File: config.mk
export PLATFORM = sky130hd
export DESIGN_NAME = bip_control_unit
export DESIGN_NICKNAME = d
export VERILOG_FILES = /design/src/rtl/bip_pkg.sv /design/src/rtl/bip_opcode_decode.sv /design/src/rtl/bip_control_unit.sv
export SDC_FILE = /design/constraint.sdc
export NUM_CORES = 1
export LEC_CHECK = 0
export BUFFER_PORTS_ARGS = -buffer_cell sky130_fd_sc_hd__buf_2
export CAP_MARGIN = 10
export CORE_MARGIN = 2
export CORE_UTILIZATION = 50
export CTS_CLUSTER_SIZE = 28
export DETAILED_ROUTE_END_ITERATION = 10
export HOLD_SLACK_MARGIN = 0.08
export PLACE_DENSITY_LB_ADDON = 0.2
export SLEW_MARGIN = 20
export SYNTH_ARGS = -nofsm -noshare
export SYNTH_HDL_FRONTEND = slang
export SYNTH_HIERARCHICAL = 1
export SYNTH_SLANG_ARGS = --single-unit
File: constraint.sdc
create_clock -name i_clock -period 7.96 [get_ports i_clock]
set_input_delay 1.194 -clock i_clock [delete_from_list [all_inputs] [get_ports i_clock]]
set_output_delay 1.194 -clock i_clock [all_outputs]
set_load 0.05 [all_outputs]
File: src/rtl/bip_pkg.sv
// rtl/bip_pkg.sv - shared BIP opcodes, accumulator select codes, FSM states and width defaults
package bip_pkg;

   localparam int NB_OPCODE_DEF  = 5;
   localparam int NB_OPERAND_DEF = 11;
   localparam int NB_ADDR_DEF    = 11;
   localparam int NB_SEL_A_DEF   = 2;
   localparam int RAM_RD_LAT_DEF = 1;
   localparam int NB_COUNT_DEF   = 16;

   // wide enough for the largest supported RAM read latency (7)
   localparam int NB_WAIT = 3;

   localparam int OP_HLT  = 0;
   localparam int OP_STO  = 1;
   localparam int OP_LD   = 2;
   localparam int OP_LDI  = 3;
   localparam int OP_ADD  = 4;
   localparam int OP_ADDI = 5;
   localparam int OP_SUB  = 6;
   localparam int OP_SUBI = 7;
   localparam int OP_JMP  = 8;

   localparam int SELA_RAM = 0;
   localparam int SELA_IMM = 1;
   localparam int SELA_ALU = 2;

   typedef enum logic [2:0] {
      ST_IDLE  = 3'd0,
      ST_FETCH = 3'd1,
      ST_EXEC  = 3'd2,
      ST_WAIT  = 3'd3,
      ST_HALT  = 3'd4
   } state_t;

endpackage

File: src/rtl/bip_opcode_decode.sv
// rtl/bip_opcode_decode.sv - combinational map from BIP opcode to datapath control set
module bip_opcode_decode
   import bip_pkg::*;
#(
   parameter int NB_OPCODE = NB_OPCODE_DEF,
   parameter int NB_SEL_A  = NB_SEL_A_DEF
)(
   input  logic [NB_OPCODE-1:0] opcode,
   output logic                 legal,
   output logic                 is_halt,
   output logic                 rd_ram,
   output logic                 wr_ram,
   output logic                 wr_acc,
   output logic [NB_SEL_A-1:0]  sel_a,
   output logic                 sel_b,
   output logic [NB_OPCODE-1:0] alu_op,
   output logic                 is_jump
);

   // Accumulator selects and ALU op stay zero for anything that does not write the accumulator
   always_comb begin
      legal   = 1'b1;
      is_halt = 1'b0;
      rd_ram  = 1'b0;
      wr_ram  = 1'b0;
      wr_acc  = 1'b0;
      sel_a   = '0;
      sel_b   = 1'b0;
      alu_op  = '0;
      is_jump = 1'b0;
      case (opcode)
         NB_OPCODE'(OP_HLT): is_halt = 1'b1;
         NB_OPCODE'(OP_STO): wr_ram  = 1'b1;
         NB_OPCODE'(OP_LD): begin
            rd_ram = 1'b1;
            wr_acc = 1'b1;
            sel_a  = NB_SEL_A'(SELA_RAM);
         end
         NB_OPCODE'(OP_LDI): begin
            wr_acc = 1'b1;
            sel_a  = NB_SEL_A'(SELA_IMM);
         end
         NB_OPCODE'(OP_ADD), NB_OPCODE'(OP_SUB): begin
            rd_ram = 1'b1;
            wr_acc = 1'b1;
            sel_a  = NB_SEL_A'(SELA_ALU);
            sel_b  = 1'b0;
            alu_op = opcode;
         end
         NB_OPCODE'(OP_ADDI), NB_OPCODE'(OP_SUBI): begin
            wr_acc = 1'b1;
            sel_a  = NB_SEL_A'(SELA_ALU);
            sel_b  = 1'b1;
            alu_op = opcode;
         end
         NB_OPCODE'(OP_JMP): is_jump = 1'b1;
         default:            legal   = 1'b0;
      endcase
   end

endmodule

File: src/rtl/bip_control_unit.sv
// rtl/bip_control_unit.sv - BIP sequencer: PC, fetch, decode, RAM-read wait, halt trap, single step, retire count
module bip_control_unit
   import bip_pkg::*;
#(
   parameter int NB_OPCODE  = NB_OPCODE_DEF,
   parameter int NB_OPERAND = NB_OPERAND_DEF,
   parameter int NB_ADDR    = NB_ADDR_DEF,
   parameter int NB_SEL_A   = NB_SEL_A_DEF,
   parameter int RAM_RD_LAT = RAM_RD_LAT_DEF,
   parameter int NB_COUNT   = NB_COUNT_DEF
)(
   input  logic                            i_clock,
   input  logic                            i_reset,
   input  logic                            i_start,
   input  logic                            i_step,
   input  logic [NB_OPCODE+NB_OPERAND-1:0] i_instruction,
   output logic [NB_ADDR-1:0]              o_pc,
   output logic [NB_OPERAND-1:0]           o_operand,
   output logic                            o_wrPc,
   output logic [NB_SEL_A-1:0]             o_selA,
   output logic                            o_selB,
   output logic                            o_wrAcc,
   output logic [NB_OPCODE-1:0]            o_op,
   output logic                            o_wrRam,
   output logic                            o_rdRam,
   output logic                            o_halted,
   output logic                            o_illegal,
   output logic [NB_COUNT-1:0]             o_instr_count
);

   localparam int NB_INSTR = NB_OPCODE + NB_OPERAND;

   state_t                 state;
   logic [NB_INSTR-1:0]    ir;
   logic [NB_WAIT-1:0]     wait_cnt;
   logic [NB_COUNT-1:0]    count;

   logic [NB_INSTR-1:0]    cur_instr;
   logic [NB_OPCODE-1:0]   cur_opcode;
   logic [NB_OPERAND-1:0]  cur_operand;

   logic                   dec_legal;
   logic                   dec_halt;
   logic                   dec_rd_ram;
   logic                   dec_wr_ram;
   logic                   dec_wr_acc;
   logic [NB_SEL_A-1:0]    dec_sel_a;
   logic                   dec_sel_b;
   logic [NB_OPCODE-1:0]   dec_alu_op;
   logic                   dec_jump;

   logic                   exec_ok;
   logic                   rd_defer;
   logic                   wait_done;
   logic                   do_retire;
   logic [NB_ADDR-1:0]     pc_next;
   logic [NB_COUNT-1:0]    count_next;

   // Fresh memory data is decoded in EXEC; the latched IR drives decode while waiting on RAM
   assign cur_instr   = (state == ST_WAIT) ? ir : i_instruction;
   assign cur_opcode  = cur_instr[NB_INSTR-1 -: NB_OPCODE];
   assign cur_operand = cur_instr[NB_OPERAND-1:0];

   bip_opcode_decode #(
      .NB_OPCODE (NB_OPCODE),
      .NB_SEL_A  (NB_SEL_A)
   ) u_decode (
      .opcode    (cur_opcode),
      .legal     (dec_legal),
      .is_halt   (dec_halt),
      .rd_ram    (dec_rd_ram),
      .wr_ram    (dec_wr_ram),
      .wr_acc    (dec_wr_acc),
      .sel_a     (dec_sel_a),
      .sel_b     (dec_sel_b),
      .alu_op    (dec_alu_op),
      .is_jump   (dec_jump)
   );

   assign exec_ok    = (state == ST_EXEC) && dec_legal && !dec_halt;
   assign rd_defer   = dec_rd_ram && (RAM_RD_LAT != 0);
   assign wait_done  = (state == ST_WAIT) && (wait_cnt == NB_WAIT'(1));
   assign do_retire  = (exec_ok && !rd_defer) || wait_done;
   assign pc_next    = dec_jump ? cur_operand[NB_ADDR-1:0] : o_pc + NB_ADDR'(1);
   assign count_next = (&count) ? count : count + NB_COUNT'(1);

   assign o_instr_count = count;

   // Sequencer: state, IR, wait counter, PC, retire counter and every registered control output
   always_ff @(posedge i_clock or negedge i_reset) begin
      if (!i_reset) begin
         state     <= ST_IDLE;
         ir        <= '0;
         wait_cnt  <= '0;
         count     <= '0;
         o_pc      <= '0;
         o_operand <= '0;
         o_wrPc    <= 1'b0;
         o_selA    <= '0;
         o_selB    <= 1'b0;
         o_wrAcc   <= 1'b0;
         o_op      <= '0;
         o_wrRam   <= 1'b0;
         o_rdRam   <= 1'b0;
         o_halted  <= 1'b0;
         o_illegal <= 1'b0;
      end else begin
         o_wrPc  <= 1'b0;
         o_selA  <= '0;
         o_selB  <= 1'b0;
         o_wrAcc <= 1'b0;
         o_op    <= '0;
         o_wrRam <= 1'b0;
         o_rdRam <= 1'b0;

         case (state)
            ST_IDLE: begin
               if (i_start) begin
                  state <= ST_FETCH;
               end
            end
            ST_FETCH: begin
               state <= ST_EXEC;
            end
            ST_EXEC: begin
               ir        <= i_instruction;
               o_operand <= cur_operand;
               if (!dec_legal || dec_halt) begin
                  state     <= ST_HALT;
                  o_halted  <= 1'b1;
                  o_illegal <= !dec_legal;
               end else if (rd_defer) begin
                  o_rdRam  <= 1'b1;
                  wait_cnt <= NB_WAIT'(RAM_RD_LAT);
                  state    <= ST_WAIT;
               end
            end
            ST_WAIT: begin
               wait_cnt <= wait_cnt - NB_WAIT'(1);
            end
            ST_HALT: begin
               state <= ST_HALT;
            end
            default: begin
               state <= ST_IDLE;
            end
         endcase

         // Completion overrides the per-state choice: one pulse set, PC advance, count, next fetch or idle
         if (do_retire) begin
            o_wrPc  <= 1'b1;
            o_wrAcc <= dec_wr_acc;
            o_wrRam <= dec_wr_ram;
            o_rdRam <= dec_rd_ram && (RAM_RD_LAT == 0);
            o_selA  <= dec_sel_a;
            o_selB  <= dec_sel_b;
            o_op    <= dec_alu_op;
            o_pc    <= pc_next;
            count   <= count_next;
            state   <= i_step ? ST_IDLE : ST_FETCH;
         end
      end
   end

endmodule

# [Word level (Yosys, flattened, before mapping)]
# Index checks and enable logic that the tools add are counted.
[word_totals] register_bits=74 out_inout_bits=52 word_cells=89
[classes] add_sub_neg=3 eq_ne=18 n_mux=30 n_bitwise=1 reduce_logical=22
[op_table] operator="5-bit by 3-bit equality test with 1-bit output, second input constant" count=4
[op_table] operator="3-bit 2-to-1 mux" count=6
[op_table] operator="16-bit by 1-bit adder with 16-bit output, second input constant" count=1
[op_table] operator="1-bit 2-to-1 mux" count=16
[op_table] operator="16-bit 2-to-1 mux" count=1
[op_table] operator="16-bit AND reduction" count=1
[op_table] operator="3-bit case mux with 5 select lines" count=1
[op_table] operator="11-bit by 1-bit adder with 11-bit output, second input constant" count=1
[op_table] operator="11-bit 2-to-1 mux" count=1
[op_table] operator="5-bit by 2-bit equality test with 1-bit output, second input constant" count=2
[op_table] operator="5-bit 2-to-1 mux" count=2
[op_table] operator="9-bit OR reduction" count=1
[op_table] operator="3-bit by 1-bit equality test with 1-bit output, second input constant" count=2
[op_table] operator="3-bit by 2-bit equality test with 1-bit output, second input constant" count=2
[op_table] operator="2-bit inequality test, second input constant" count=3
[op_table] operator="3-bit case mux with 2 select lines" count=1
[op_table] operator="3-bit AND reduction" count=2
[op_table] operator="6-bit OR reduction" count=1
[op_table] operator="5-bit by 1-bit equality test with 1-bit output, second input constant" count=1
[op_table] operator="5-bit by 4-bit equality test with 1-bit output, second input constant" count=1
[op_table] operator="5-bit logical NOT" count=1
[op_table] operator="1-bit logical AND" count=4
[op_table] operator="4-bit by 3-bit inequality test with 1-bit output, second input constant" count=1
[op_table] operator="2-bit case mux with 2 select lines" count=1
[op_table] operator="13 further kinds" count=17

# [Longest topological paths before layout]
# Gate-level depths: netlist (run 1).
[depth] word_depth=11 mapped_depth=13 mapped_depth_nobuf=10

# [Cells and area by module]
# Netlist (run 1), hierarchy kept.
[modules_own_cells] module="bip_control_unit" n_inst=1 cells_per_inst=349 area_each_um2=3423.3 seq_area_each_um2=1851.8
[modules_own_cells] module="bip_opcode_decode" n_inst=1 cells_per_inst=18 area_each_um2=132.6 seq_area_each_um2=0.0

# [Worst setup path before layout (run 1)]
# Ideal clock, no wire load.
[synth_path] path_kind="input-to-reg" start="in i_instruction[12]" end="reg count[14], in the netlist o_instr_count[14]" setup_ns=0.125 arrival_ns=3.083 setup_slack_ns=4.752 stages=9 path_buffers=1 path_cell_list="nand2_1 -> nand2_1 -> or3_4 -> a21oi_1 -> nand2b_1 -> o32a_1 -> buf_6 -> nor4_1 -> mux2_2"
[synth_via] elab_chain_len=9 elab_cells_between_ends=22 cone_classes="eq/ne (8); mux (4); reduce/logical (10)"
[synth_lines] item="start, declared" line_no="bip_control_unit.sv:16" text="input logic [NB_OPCODE+NB_OPERAND-1:0] i_instruction,"
[synth_lines] item="16-bit 2-to-1 mux *" line_no="bip_control_unit.sv:60" text="assign cur_instr = (state == ST_WAIT) ? ir : i_instruction;"
[synth_lines] item="via cur_instr[12]" line_no="bip_control_unit.sv:38" text="logic [NB_INSTR-1:0] cur_instr;"
[synth_lines] item="5-bit by 1-bit equality test with 1-bit output, or another cell as far along" line_no="bip_opcode_decode.sv:31" text="case (opcode)"
[synth_lines] item="9-bit OR reduction (no source line) *"
[synth_lines] item="1-bit 2-to-1 mux *" line_no="bip_opcode_decode.sv:31"
[synth_lines] item="via dec_legal" line_no="bip_control_unit.sv:42" text="logic dec_legal;"
[synth_lines] item="1-bit logical AND * (2 in a row)" line_no="bip_control_unit.sv:80" text="assign exec_ok = (state == ST_EXEC) && dec_legal && !dec_halt;"
[synth_lines] item="1-bit logical AND *" line_no="bip_control_unit.sv:83" text="assign do_retire = (exec_ok && !rd_defer) || wait_done;"
[synth_lines] item="1-bit logical OR *" line_no="bip_control_unit.sv:83"
[synth_lines] item="2-bit AND reduction (no source line) *"
[synth_lines] item="end signal, assigned" line_no="bip_control_unit.sv:159" text="count <= count_next;"
[synth_lines] item="end, declared" line_no="bip_control_unit.sv:36" text="logic [NB_COUNT-1:0] count;"
# Mark *: on every way through the listed nets, which the timed path passes. The rest lies on a longest branch.
# A chain may end at the register's enable or synchronous reset.

# [Worst setup path after layout (run 1)]
[layout_path] start="reg state[0]" end="reg count[14], in the netlist o_instr_count[14]"
[layout_via] elab_chain_len=10 elab_cells_between_ends=25 cone_classes="eq/ne (10); mux (4); reduce/logical (11)"
[layout_lines] item="start, declared" line_no="bip_control_unit.sv:33" text="state_t state;"
[layout_lines] item="start signal, assigned" line_no="bip_control_unit.sv:160" text="state <= i_step ? ST_IDLE : ST_FETCH;"
[layout_lines] item="3-bit by 2-bit equality test with 1-bit output *" line_no="bip_control_unit.sv:60"
[layout_lines] item="16-bit 2-to-1 mux *" line_no="bip_control_unit.sv:60"
[layout_lines] item="via cur_instr[13]" line_no="bip_control_unit.sv:38"
[layout_lines] item="5-bit by 1-bit equality test with 1-bit output, or another cell as far along" line_no="bip_opcode_decode.sv:31"
[layout_lines] item="9-bit OR reduction (no source line) *"
[layout_lines] item="1-bit 2-to-1 mux *" line_no="bip_opcode_decode.sv:31"
[layout_lines] item="via dec_legal" line_no="bip_control_unit.sv:42"
[layout_lines] item="1-bit logical AND * (2 in a row)" line_no="bip_control_unit.sv:80"
[layout_lines] item="1-bit logical AND *" line_no="bip_control_unit.sv:83"
[layout_lines] item="1-bit logical OR *" line_no="bip_control_unit.sv:83"
[layout_lines] item="2-bit AND reduction (no source line) *"
# Marks and branches as above.

==> key figures, run 1 <==
Outcome
  • Status: complete, no violations

Critical path
  • RR Startpoint: state[0]
  • Worst Setup SP: state[0]
  • Worst path arrival time: 3740 ps
  • Largest fanout on the critical path: 36
  • Critical-path cell list: and3b_1 -> nand2_1 -> nand2_1 -> or3_4 -> a21oi_1 -> nand2b_1 -> o32a_1 -> buf_4 -> nor4_1 -> mux2_2
  • Max stage delay on crit path: 510 ps
  • Slowest CP cell: and3b_1
  • Most frequent cell on the critical path: nand2_1
  • Critical path type: flop to flop
  • Startpoint Class: flop
  • CP required: 8200 ps
  • CP endpoint kind: flop

Logic synthesis
  • Post-synthesis sequential area ratio: 0.5208
  • Largest cells by area after synthesis: dfrtp_1, nand2_1, xor2_1
  • Library cells used by synthesis: 48
  • Main flop type after synthesis: dfrtp_1
  • Yosys reg bits: 74
  • Gate Count Post-Synth: 367
  • Avg Cell Area, Syn: 9.689 um2
  • Post-synth EDFFs: 0
  • Yosys warns: 6
  • Synth area leader: dfrtp_1
  • Most frequent cell after synthesis: nand2_1
  • Commonest cells post-synth: nand2_1, dfrtp_1, nor2_1
  • Post-Syn Area: 0.003556 mm2
  • Post-synth ARST share: 1.000
  • Share of the synthesized area in the top cell type: 0.5208

Timing
  • RSZ-0062 raised after global routing: no
  • Measured slew at the worst slew-check pin: 991.3 ps
  • Final-report hold violation count: 0
  • Setup TNS: 0 ps
  • Layout Skew: 14.95 ps
  • Final setup violation count: 0
  • Hold WS: 472.0 ps
  • Post-route minimum period: 3501 ps
  • F_max: 0.2856 GHz
  • Fin crit share: 0.4399
  • Relative slew slack: 0.3392
  • Final Slew Violations: 0

Detailed routing
  • DRC viols: 0
  • Detailed Route WL: 7.310 mm
  • Post-DRT Antenna Nets: 0
  • Top sig layer: met4
  • Vias per cell: 5.162
  • Router iterations before antenna repair: 4
  • Routed length on met3: 361 um
  • WL/cell: 13.61 um
  • Routed met1 length: 3.536 mm
  • Vias: 2,772
  • DRT iter0 DRCs: 150
  • Wire length on met2: 3.336 mm

Job
  • Max_cap viols: 0

Clock tree
  • Setup Buffers After CTS: 0
  • H-tree levels: 3
  • Reg clk slew, reported paths: 90 ps
  • Clock Sink Count: 74
  • CTS tree: yes
  • CTS Root Cell: clkbuf_8
  • Deepest clock path buffer count: 2
  • Clk_lat worst skew: 350 ps
  • Hold bufs inserted after CTS: 0
  • Cts bufs inserted: 9
  • Cts repair resizes: 0

Place
  • Global placement routability congestion: 0.8270
  • Dpl hpwl: 5.011 mm
  • Port bufs: 71

Layout
  • Area grow syn2layout: 18.54%
  • Final nets: 460
  • Layout cells sized above 1: 0.2540
  • Antenna Cells: 0

Power and ir drop
  • Leakage: 1.966 nW
  • Pwr dens: 172.7 mW/mm2
  • VDD IR max: 0.08658 mV

Floorplanning
  • Chip height: 88.33 um
  • Die area: 0.007802 mm2
  • CORE AREA: 0.006832 mm2
  • Floorplan row count: 30
  • Initial Utilization: 0.5205
  • Chip width: 88.33 um
  • IO Count: 72

GRT
  • Maximum number of pins on one net before global-route repair: 75
  • Total gr overflow: 0
  • Vias in the first global route: 2,463
  • Initial antenna violation count: 0
  • First-pass GRT wire length: 11.90 mm
  • Gr usage total: 0.1973

Hold path
  • HP Class: flop to flop
  • HP Start: o_operand[0]
[worst paths after layout]
kind,slack [ps],depth (start not counted),end
worst max-delay path,4460,10,o_instr_count[14]
worst min-delay path,470,2,o_operand[0]
worst max register to register,4460,10,o_instr_count[14]
worst min register to register,470,2,o_operand[0]
max in group asynchronous,6290,2,o_halted
min in group asynchronous,1050,2,o_op[1]
[kinds of logic (layout without fill, tap and decap cells)]
logic type	after synthesis	after routing	share of synthesized area
AOI/OAI and AO/OA	41	41	0.07987
xor gates and xnor gates	14	14	0.03448
adders and majority gates	4	4	0.01408
buffers and inverters	23	96	0.03096
DFF	74	74	0.5208
muxes	11	11	0.03307
other	1	2	0.001055
and+or+nand+nor	199	199	0.2857
[cells in the final DEF (no fill, tap or decap), drive strengths merged, types with 2 or more instances in the layout]
| cell type | instances |
|---|---|
| a211oi | 2 |
| a21o | 2 |
| a21oi | 7 |
| a22oi | 5 |
| a31oi | 4 |
| a32oi | 2 |
| and2 | 14 |
| and3 | 8 |
| and4 | 2 |
| buf | 76 |
| bufinv | 2 |
| clkbuf | 10 |
| clkinvlp | 2 |
| conb | 2 |
| dfrtp | 74 |
| ha | 4 |
| inv | 5 |
| mux2 | 6 |
| mux2i | 5 |
| nand2 | 97 |
| nand2b | 5 |
| nand3 | 10 |
| nand4 | 4 |
| nor2 | 26 |
| nor3 | 6 |
| nor3b | 4 |
| nor4 | 10 |
| nor4b | 6 |
| o21ai | 7 |
| o22a | 6 |
| o2bb2ai | 2 |
| xor2 | 14 |
[metrics by stage]
step	instance area, um2	power [mW]	util	setup WS [ps]	std cells
after detailed placement	3989	0.4072	0.5839	4298	521
after floorplan	3560	0.3924	-	4752	368
final	4215	0.7278	0.6170	4459	537
after global placement	3989	0.4069	0.5839	4386	521
after global routing	4215	0.7536	0.6170	4123	537
after CTS	4215	0.7332	0.6170	4482	537
[state kept, by name, indices dropped and copies added, names as in the netlist]
signal and count:
o_wrRam 1, o_operand 11, wait_cnt 3, o_wrPc 1, ir 16, state 3
o_halted 1, o_rdRam 1, o_pc 11, o_instr_count 16, o_wrAcc 1, o_illegal 1
o_selA 2, o_selB 1, o_op 5
[metal layers]
layer	GRT usage	up-vias
li1	-	1390
met1	0.2897	1293
met2	0.2960	81
met3	0.03358	8
met4	0.07300	0
met5	0	-
[critical path, delay by kind of cell (launching register included)]
kind,cells,cell delay (ps)
AO/OA/AOI/OAI,2,490
AND/OR/NAND/NOR,6,1810
flip-flops,1,460
multiplexers,1,370
buffers and inverters,1,250
[layout make-up]
type,instances,area (um2)
Fill cell,601,2616
Clock inverter,6,88.84
Tap cell,96,120.1
Clock buffer,10,137.6
Sequential cell,74,1852
Timing Repair Buffer,76,392.9
Inverter,4,15.01
Multi-Input combinational cell,271,1609
[power by group]
part | total [mW] | internal (mW) | leakage, nW | switching, mW
sequential | 0.376 | 0.376 | 0.820 | 0
combinational | 0.0233 | 0.00773 | 1.04 | 0.0156
clock | 0.329 | 0.186 | 0.109 | 0.143
(Power assumes the default switching activity.)
==> inputs of run 2 (changes only) <==
--- a/config.mk
+++ b/config.mk
@@ -5,6 +5,7 @@
 export SDC_FILE = /design/constraint.sdc
 export NUM_CORES = 1
 export LEC_CHECK = 0
+export ABC_AREA = 1
 export BUFFER_PORTS_ARGS = -buffer_cell sky130_fd_sc_hd__buf_2
 export CAP_MARGIN = 10
 export CORE_MARGIN = 2
==> constraint.sdc (replaced) <==
create_clock -name i_clock -period 3.25 [get_ports i_clock]
set_input_delay 0.4875 -clock i_clock [delete_from_list [all_inputs] [get_ports i_clock]]
set_output_delay 0.4875 -clock i_clock [all_outputs]
set_load 0.05 [all_outputs]
==> run 2 against run 1 <==
Net effect:
- combinational power increased to 71 times the previous value
- fmax increased by 41%
- highest routed layer unchanged
- critical endpoint is now o_instr_count[3]
- via count increased by 22%
- critical path type unchanged
- sequential share of layout area decreased by 2.7 points
- final area increased by 6.5%
- power increased to 5.4 times the previous value
- worst hold slack got worse by 350 ps
- largest cell class unchanged
- setup slack got worse by 3700 ps
==> key figures, run 2 <==
Outcome
  • Status: complete, no violations

Detailed routing
  • Routed length on met3: 392 um
  • Vias: 3,382
  • DRC viols: 0
  • Routed met1 length: 3.917 mm
  • WL/cell: 12.18 um
  • Wire length on met2: 4.012 mm
  • Post-DRT Antenna Nets: 0
  • DRT iter0 DRCs: 106
  • Detailed Route WL: 8.443 mm
  • Top sig layer: met4
  • Router iterations before antenna repair: 5
  • Vias per cell: 4.880

Power and ir drop
  • Leakage: 2.453 nW
  • Overall power: 3.930 mW
  • VDD IR max: 0.3815 mV
  • Pwr dens: 875.8 mW/mm2

GRT
  • Vias in the first global route: 3,177
  • First-pass GRT wire length: 14.57 mm
  • Total gr overflow: 0
  • Gr usage total: 0.2152
  • Initial antenna violation count: 0
  • Maximum number of pins on one net before global-route repair: 31

Place
  • Cell count after placement: 677
  • Port bufs: 71
  • DP Worst Slack: 810.6 ps
  • Dpl cell area: 0.004255 mm2
  • Global placement routability congestion: 0.8853
  • Dpl hpwl: 6.161 mm

Logic synthesis
  • Yosys reg bits: 74
  • Most frequent cell after synthesis: nand2_1
  • Largest cells by area after synthesis: dfrtp_1, nand2_1, inv_1
  • Library cells used by synthesis: 32
  • Yosys warns: 6
  • Gate Count Post-Synth: 519
  • Main flop type after synthesis: dfrtp_1
  • Synth area leader: dfrtp_1
  • Share of the synthesized area in the top cell type: 0.4821
  • Commonest cells post-synth: nand2_1, dfrtp_1, inv_1
  • Post-synth EDFFs: 0
  • Post-synth ARST share: 1.000
  • Avg Cell Area, Syn: 7.401 um2
  • Post-Syn Area: 0.003841 mm2
  • Post-synthesis sequential area ratio: 0.4821

Layout
  • Most frequent cells in the layout: nand2_1, dfrtp_1, buf_2
  • Fillers: 715
  • Most common cell after layout, fill and taps aside: nand2_1
  • Non-Filler Instances: 693
  • Final Core Density: 0.6122
  • Final nets: 613
  • Post-route cell area: 0.004488 mm2
  • Antenna Cells: 0
  • Layout cells sized above 1: 0.1835
  • Area grow syn2layout: 16.84%

Floorplanning
  • CORE AREA: 0.007331 mm2
  • Chip height: 91.65 um
  • Initial Utilization: 0.5240
  • IO Count: 72
  • Floorplan row count: 31
  • Die area: 0.008400 mm2
  • Chip width: 91.65 um

Timing
  • F_max: 0.4015 GHz
  • Final setup violation count: 0
  • Relative slew slack: 0.5752
  • Final-report hold violation count: 0
  • RSZ-0062 raised after global routing: no
  • Final WS setup: 759.5 ps
  • Hold WS: 126.5 ps
  • Measured slew at the worst slew-check pin: 637.1 ps
  • Setup TNS: 0 ps
  • Post-route minimum period: 2490 ps
  • Final Slew Violations: 0
  • Layout Skew: 11.16 ps
  • Fin crit share: 0.7663

Clock tree
  • Clock Sink Count: 74
  • Setup Buffers After CTS: 0
  • H-tree levels: 3
  • CTS tree: yes
  • Clk_lat worst skew: 340 ps
  • Hold bufs inserted after CTS: 0
  • Reg clk slew, reported paths: 80 ps
  • Cts bufs inserted: 9
  • Deepest clock path buffer count: 2
  • Cts repair resizes: 0
  • CTS Root Cell: clkbuf_8

Job
  • Max_cap viols: 0

Critical path
  • CP required: 3480 ps
  • CP endpoint kind: flop
  • Startpoint Class: flop
  • Worst path arrival time: 2720 ps
  • Critical path type: flop to flop
  • Largest fanout on the critical path: 16

Hold path
  • HP Class: input port to async pin
## run 2: changes by cell type after synthesis, moves of 7 or more
| cell | before | now |
|---|---|---|
| and3_1 | 7 | 0 |
| clkbuf_1 | 14 | 7 |
| o21ai_0 | 7 | 28 |
| and2_1 | 14 | 0 |
| nor2_1 | 25 | 52 |
| nand3_1 | 10 | 27 |
| xor2_1 | 14 | 5 |
| inv_1 | 4 | 56 |
| nand2_1 | 97 | 211 |
## run 2: cell type report
cell class,instances,area (um2),area share
Inverter,62,232.7,0.05185
Clock buffer,10,137.6,0.03067
Clock inverter,6,95.09,0.02119
Timing Repair Buffer,74,377.9,0.08419
Sequential cell,74,1852,0.4126
Tap cell,99,123.9,0.02760
Multi-Input combinational cell,368,1669,0.3719
## run 2: kinds of logic after synthesis
logic type | Yosys count | synth area share
XOR/XNOR | 9 | 0.02052
AND/OR/NAND/NOR | 312 | 0.3375
buffers and inverters | 78 | 0.08436
AO/OA/AOI/OAI | 41 | 0.06156
adder cells (fa/ha/maj) | 4 | 0.01303
flip-flops | 74 | 0.4821
other | 1 | 0.0009763
## run 2: report_power, final
| group | internal [mW] | leakage, nW | switching (mW) |
|---|---|---|---|
| registers | 1.21 | 0.955 | 0.240 |
| clock network | 0.463 | 0.118 | 0.360 |
| logic | 0.419 | 1.38 | 1.23 |
## run 2: per-layer routing
| layer | vias up | GRT usage |
|---|---|---|
| met5 | - | 0 |
| met4 | 0 | 0.08838 |
| met3 | 12 | 0.03040 |
| met2 | 82 | 0.3462 |
| met1 | 1546 | 0.2936 |
| li1 | 1742 | - |
## run 2: worst paths after layout
kind | startpoint | end | cells past startpoint | slack, ps
worst min-delay path | i_reset | o_operand[4] | 1 | 130
min in group i_clock | i_instruction[9] | ir[9] | 3 | 370
worst min register to register | o_halted | o_halted | 2 | 470
worst max register to register | state[0] | o_instr_count[3] | 13 | 760
worst max-delay path | state[0] | o_instr_count[3] | 13 | 760
max in group asynchronous | i_reset | o_instr_count[2] | 2 | 2350
## run 2: worst max-delay path, cell delays in order, from the launching register on
cell,delay (ps)
dfrtp_1,480
nand3_2,130
inv_2,170
o21ai_0,200
nor2_1,220
nand3_1,140
nand2_1,100
nand2_1,100
inv_1,110
nand3_4,120
nand2_4,210
o21ai_2,230
nand2_1,120
nand2_1,50
